## src/rtl/td4x_core.sv

```systemverilog
// td4x_core: parametrised TD4-class accumulator CPU core.
// Single-cycle datapath with fetch-valid stall, sticky HALT and a registered out_valid strobe.
module td4x_core #(
    parameter int W  = 4,
    parameter int AW = 4
) (
    input  logic          clk,
    input  logic          reset,
    input  logic [W+3:0]  instr,
    input  logic          instr_valid,
    input  logic [W-1:0]  in_data,
    output logic [AW-1:0] pc,
    output logic [W-1:0]  out_data,
    output logic          out_valid,
    output logic          c_flag,
    output logic          halted
);
    typedef enum logic {
        RUN    = 1'b0,
        HALTED = 1'b1
    } state_t;

    // Wide enough to hold both the immediate and a jump target, so im can be
    // zero-extended or truncated to AW bits without a generate split.
    localparam int XW = (AW > W) ? AW : W;

    state_t        state_q, state_d;
    logic [W-1:0]  a_q, b_q, a_d, b_d, out_d;
    logic [W-1:0]  src, im, sum;
    logic [AW-1:0] pc_d, jmp_target;
    logic [XW-1:0] im_ext;
    logic [3:0]    op;
    logic          c_d, ov_d, cy, exec;

    assign op         = instr[W+3:W];
    assign im         = instr[W-1:0];
    assign im_ext     = XW'(im);
    assign jmp_target = im_ext[AW-1:0];
    assign halted     = (state_q == HALTED);
    assign exec       = instr_valid && (state_q == RUN);

    always_comb begin
        src = '0;
        case (op)
            4'b0000, 4'b0100:          src = a_q;
            4'b0101, 4'b0001, 4'b1001: src = b_q;
            4'b0010, 4'b0110:          src = in_data;
            default:                   src = '0;
        endcase
    end

    assign {cy, sum} = {1'b0, src} + {1'b0, im};

    always_comb begin
        a_d     = a_q;
        b_d     = b_q;
        out_d   = out_data;
        pc_d    = pc;
        c_d     = c_flag;
        ov_d    = 1'b0;
        state_d = state_q;
        if (exec) begin
            c_d  = cy;
            pc_d = pc + AW'(1);
            case (op)
                4'b0000, 4'b0011, 4'b0001, 4'b0010: a_d = sum;
                4'b0101, 4'b0111, 4'b0100, 4'b0110: b_d = sum;
                4'b1001, 4'b1011: begin
                    out_d = sum;
                    ov_d  = 1'b1;
                end
                4'b1111: pc_d = jmp_target;
                // JNC looks at the flag as it stood before this edge.
                4'b1110: if (!c_flag) pc_d = jmp_target;
                4'b1000: begin
                    pc_d    = pc;
                    c_d     = 1'b0;
                    state_d = HALTED;
                end
                default: c_d = 1'b0;
            endcase
        end
    end

    always_ff @(posedge clk or negedge reset) begin
        if (!reset) begin
            state_q   <= RUN;
            a_q       <= '0;
            b_q       <= '0;
            out_data  <= '0;
            pc        <= '0;
            c_flag    <= 1'b0;
            out_valid <= 1'b0;
        end else begin
            state_q   <= state_d;
            a_q       <= a_d;
            b_q       <= b_d;
            out_data  <= out_d;
            pc        <= pc_d;
            c_flag    <= c_d;
            out_valid <= ov_d;
        end
    end
endmodule

```

## config.mk

```make
export PLATFORM = sky130hd
export DESIGN_NAME = td4x_core
export DESIGN_NICKNAME = d
export VERILOG_FILES = /design/src/rtl/td4x_core.sv
export SDC_FILE = /design/constraint.sdc
export NUM_CORES = 1
export LEC_CHECK = 0
export BUFFER_PORTS_ARGS = -buffer_cell sky130_fd_sc_hd__buf_2
export CAP_MARGIN = 20
export CORE_UTILIZATION = 50
export CTS_CLUSTER_SIZE = 14
export DETAILED_ROUTE_END_ITERATION = 8
export GPL_TIMING_DRIVEN = 0
export HOLD_SLACK_MARGIN = 0.05
export PLACE_DENSITY_LB_ADDON = 0.3
export REMOVE_ABC_BUFFERS = 1
export SYNTH_ARGS = -nofsm -noshare
export SYNTH_HDL_FRONTEND = slang
export SYNTH_SLANG_ARGS = --single-unit
export TNS_END_PERCENT = 50
```

## constraint.sdc

```tcl
create_clock -name clk -period 2.7 [get_ports clk]
set_input_delay 0.54 -clock clk [delete_from_list [all_inputs] [get_ports clk]]
set_output_delay 0.54 -clock clk [all_outputs]
set_load 0.01 [all_outputs]
```

Word level (Yosys, flattened, before mapping) --
Index checks and enable logic that the tools add are counted.
Storage, ports and cells: input port bits 15, register bits after elaboration 19, output and inout port bits 11
Cells by class: multiplexer cells 6, reduce and logical (&&, ||, !) cells 14, equal/unequal tests 12, bitwise gates (word level) 2, add/sub/neg operators 2
Operator list (count):
- one-hot mux 4 bit (3 select lines) | 2
- == test 4 bit, second input constant | 5
- == test 4 x 3 -> 1 bit, second input constant | 4
- OR reduction 12 bit | 1
- AND reduction 2 bit | 5
- == test 4 x 2 -> 1 bit, second input constant | 2
- OR reduction 4 bit | 2
- OR reduction 2 bit | 3
- adder 4 x 4 -> 5 bit | 1
- adder 4 x 1 -> 4 bit, second input constant | 1
- == test 4 x 1 -> 1 bit, second input constant | 1
- logical NOT 4 bit | 1
- 2-to-1 mux 4 bit | 1
- 2-to-1 mux 1 bit | 3
- OR reduction 3 bit | 1
- inverter 1 bit | 2
- logical AND 1 bit | 1

Logic depth before layout (Yosys ltp) --
word-level depth 5, gate-level depth with buffers 11

Worst setup path before layout --
No wires, ideal clock.
kind input-to-reg, start input instr[5], end register out_data[3], library setup time 0.127 ns, cell stages on the path 9, path slack 0.401 ns, buffers on the path 1, arrival time 2.171 ns, cell sequence buf_2 a211oi_1 nand2_1 o21ai_0 ha_1 a21o_1 a21oi_1 xnor2_1 mux2_1
Between the ends: longest elaborated chain between the ends 4, elaborated cells between the ends (all ways) 15, classes of those cells add/sub (1); eq/ne (7); mux (1); reduce/logical (6)
Ends and longest elaborated chain:
- from (decl) | line 9 | input logic [W+3:0] instr,
- == test 4 bit, or another cell as far along | line 44, 65
- OR reduction 3 bit or OR reduction 2 bit (tied branches) | line 44 | case (op)
- one-hot mux 4 bit (3 select lines) | line 44
- adder 4 x 4 -> 5 bit | line 52 | assign {cy, sum} = {1'b0, src} + {1'b0, im};
- to (signal assigned) | line 98 | out_data <= out_d;
- to (decl) | line 13 | output logic [W-1:0] out_data,
Several ways; a longest one is shown, not always the timed one. A chain may end at the register's enable or synchronous reset.

Worst setup path after layout --
Same ends and word-level chain as after synthesis.

==> results.sh <==
export IMPL_drc_violation_count_after_routing=0
export IMPL_post_cts_hold_buffer_count=0
export IMPL_timing_slew_headroom_pct=53.5
export IMPL_critPathMaxFanout=8
export IMPL_cts_tree="built"
export IMPL_worst_setup_path_type="primary input to register"
export IMPL_track_usage_pct=20.2
export IMPL_finalWirelength_um=2060
export IMPL_met2_length_um=1010
export IMPL_setup_viol_count_final=0
export IMPL_fmax_mhz=427
export IMPL_design_die_area_um2=2330
export IMPL_mean_area_per_synthesized_cell_um2=10.5
export IMPL_total_via_count_after_detailed_routing=844
export IMPL_yosys_register_bits=19
export IMPL_timing_rr_end="out_data[3]"
export IMPL_antenna_found_initial=0
export IMPL_worst_path_max_delay_cell="a211oi_1"
export IMPL_synth_yosys_seq_area_share_pct=44.4
export IMPL_rows=16
export IMPL_grt_first_pass_wirelength_um=3230
export IMPL_post_route_antenna_net_violation_count=0
export IMPL_mostFrequentLayoutCells="buf_2 (25), dfrtp_1 (19), mux2i_1 (10), nand2_1 (9), o21ai_0 (9)"
export IMPL_cts_sink_count=19
export IMPL_clock_tree_buffer_depth=2
export IMPL_fin_tns_setup_ps=0
export IMPL_drive_gt1_share_pct=28.9
export IMPL_post_dp_hpwl_um=1630
export IMPL_initial_core_util_pct=54.0
export IMPL_critPathRequiredTime_ps=2880
export IMPL_die_width_um=48.3
export IMPL_r2r_start="a_q[1]"
export IMPL_run_status="finished clean"
export IMPL_clock_tree_htree_level_count=1
export IMPL_first_global_vias=807
export IMPL_placeableCoreArea_um2=1980
export IMPL_fin_crit_sh_pct=86.7
export IMPL_maxCapViolations=0
export IMPL_grt_setup_unrepaired="no"
export IMPL_clk_pin_slew_worst_paths_ps=110
export IMPL_route_top_layer_used="met4"
export IMPL_slowest_delay_ps=510
export IMPL_yosys_warnings=0
export IMPL_nFillCells=180
export IMPL_setup_slack_ps=358
export IMPL_design_portCount=26
export IMPL_final_core_utilization_pct=62.8
export IMPL_reg2reg_slack_ps=850
export IMPL_irDropWorstVdd_mv=0.573
export IMPL_pin_count_of_the_biggest_net_entering_global_routing=20
export IMPL_timing_final_max_slew_violations=0
export IMPL_power_density_nw_per_um2=831
export IMPL_pre_cts_slack_ps=89.9
export IMPL_timing_critical_path_arrival_ps=2520
export IMPL_multi_input_comb_area_um2=552
export IMPL_hold_path_class="primary input to async pin"
export IMPL_drt_first_iter_violations=4
export IMPL_finClkSkew_ps=2.84
export IMPL_wl_met1_um=943
export IMPL_post_synth_num_cell_types=32
export IMPL_synth_top_area_cell="dfrtp_1"
export IMPL_post_drt_via_cell_ratio=5.45
export IMPL_dp_cells=151
export IMPL_post_layout_nonfiller_instances=155
export IMPL_finalWeightedCongestion=0.756
export IMPL_post_drt_wl_per_cell_um=13.3
export IMPL_cts_post_setup_buffers_inserted=0
export IMPL_sequential_cell_area_um2=475
export IMPL_met3_wirelength_um=69
export IMPL_startpoint_type="primary input"
export IMPL_worstRegToRegCells=7
export IMPL_hold_ws_ps=164
export IMPL_clkLatencyLatePin_ps=290
export IMPL_endpoint_kind="register"
export IMPL_cts_inserted_buffers=3
export IMPL_leakage_nw=0.624
export IMPL_layout_cells_most_common="buf_2"
export IMPL_leftover_overflow_at_the_end_of_global_routing=0
export IMPL_area_growth_pct=16.1
export IMPL_placement_io_buffers=25
export IMPL_clk_root_buffer_cell="clkbuf_4"
export IMPL_yosys_top_cells_area="dfrtp_1 (44%), mux2i_1 (9.3%), ha_1 (5.8%)"
export IMPL_hold_viol_final=0
export IMPL_die_y_um=48.3
export IMPL_synth_largest_type_area_fraction_pct=44.4
export IMPL_postSynthCellCount=102
export IMPL_cp_cell_sequence="buf_2 > a211oi_1 > nand2_1 > o21ai_0 > ha_1 > a21o_1 > a21oi_1 > xnor2_1 > mux2_1"
export IMPL_period_minus_slack_ps=2340
export IMPL_n_antenna_cell=0
export IMPL_post_cts_resize_count=0
export IMPL_max_slew_worst_pin_slew_ps=692
export IMPL_layout_nets=150
export IMPL_synth_cell_area_um2=1070
export IMPL_drt_pass1_iterations=4
critical path, delay by kind of cell:
family          cells  cell delay, ps
xor+xnor            1             120
buf+inv             1             170
mux                 1             330
fa+ha+maj           1             260
compound gates      4             950
simple gates        1             160
registers in the layout, summed over array words and instances (netlist names):
register,flops
pc,4
out_valid,1
halted,1
a_q,4
out_data,4
b_q,4
c_flag,1
kinds of logic after synthesis:
kind of cell             Yosys count  synth area share, %
multiplexers                      16                 16.0
buffers and inverters             11                 4.09
flip-flops                        19                 44.4
XOR/XNOR                           2                 1.64
AND/OR/NAND/NOR                   23                 11.4
adder cells (fa/ha/maj)            6                 7.71
AO/OA/AOI/OAI                     25                 14.7
synth_stat cells, drive strengths merged:
cell	number
buf	2
nor3b	1
nand3	2
clkbuf	1
a21o	3
o21ai	9
ha	5
o211ai	1
nor2b	1
mux2	6
or4b	1
o21a	3
nor3	1
a2bb2oi	2
a21boi	2
nand2b	1
nand2	9
inv	8
fa	1
dfrtp	19
a211oi	1
xor2	1
xnor2	1
mux2i	10
a21oi	4
nor4b	1
nor2	4
or2	1
nand4	1
where the power goes:
| group | switching (mW) | leakage [nW] | internal, mW |
|---|---|---|---|
| Sequential | 0.0854 | 0.223 | 0.408 |
| Combinational | 0.196 | 0.383 | 0.201 |
| Clock | 0.0872 | 0.0177 | 0.0552 |
| Total | 0.369 | 0.624 | 0.664 |
stage by stage:
step	power (mW)	instance area (um2)
floorplan	0.748	1060
global placement	0.869	1220
detailed placement	0.902	1220
CTS	1.05	1240
global route	1.12	1240
finish	1.03	1240
cell type report:
cell class,instances,share of cell area [%]
clock buffers,3,1.81
flip-flops and latches,19,38.2
well taps,27,2.72
clock inverters,1,0.402
inverters,8,2.41
multi-input cells,72,44.4
repair buffers,25,10.1
worst max-delay path by stage:
stage	from	endpoint
after floorplan	instr[7]	out_data[3]
after global placement	instr[5]	out_data[3]
after detailed placement	instr[5]	out_data[3]
after CTS	instr[5]	out_data[3]
after global routing	instr[5]	c_flag
final	instr[5]	out_data[3]
routing by layer:
| metal | up-vias | GRT usage [%] |
|---|---|---|
| li1 | 412 | - |
| met1 | 408 | 24.3 |
| met2 | 18 | 34.7 |
| met3 | 6 | 3.70 |
| met4 | 0 | 9.44 |
| met5 | - | 0 |
Note: power is estimated with default switching activity, not from simulation.
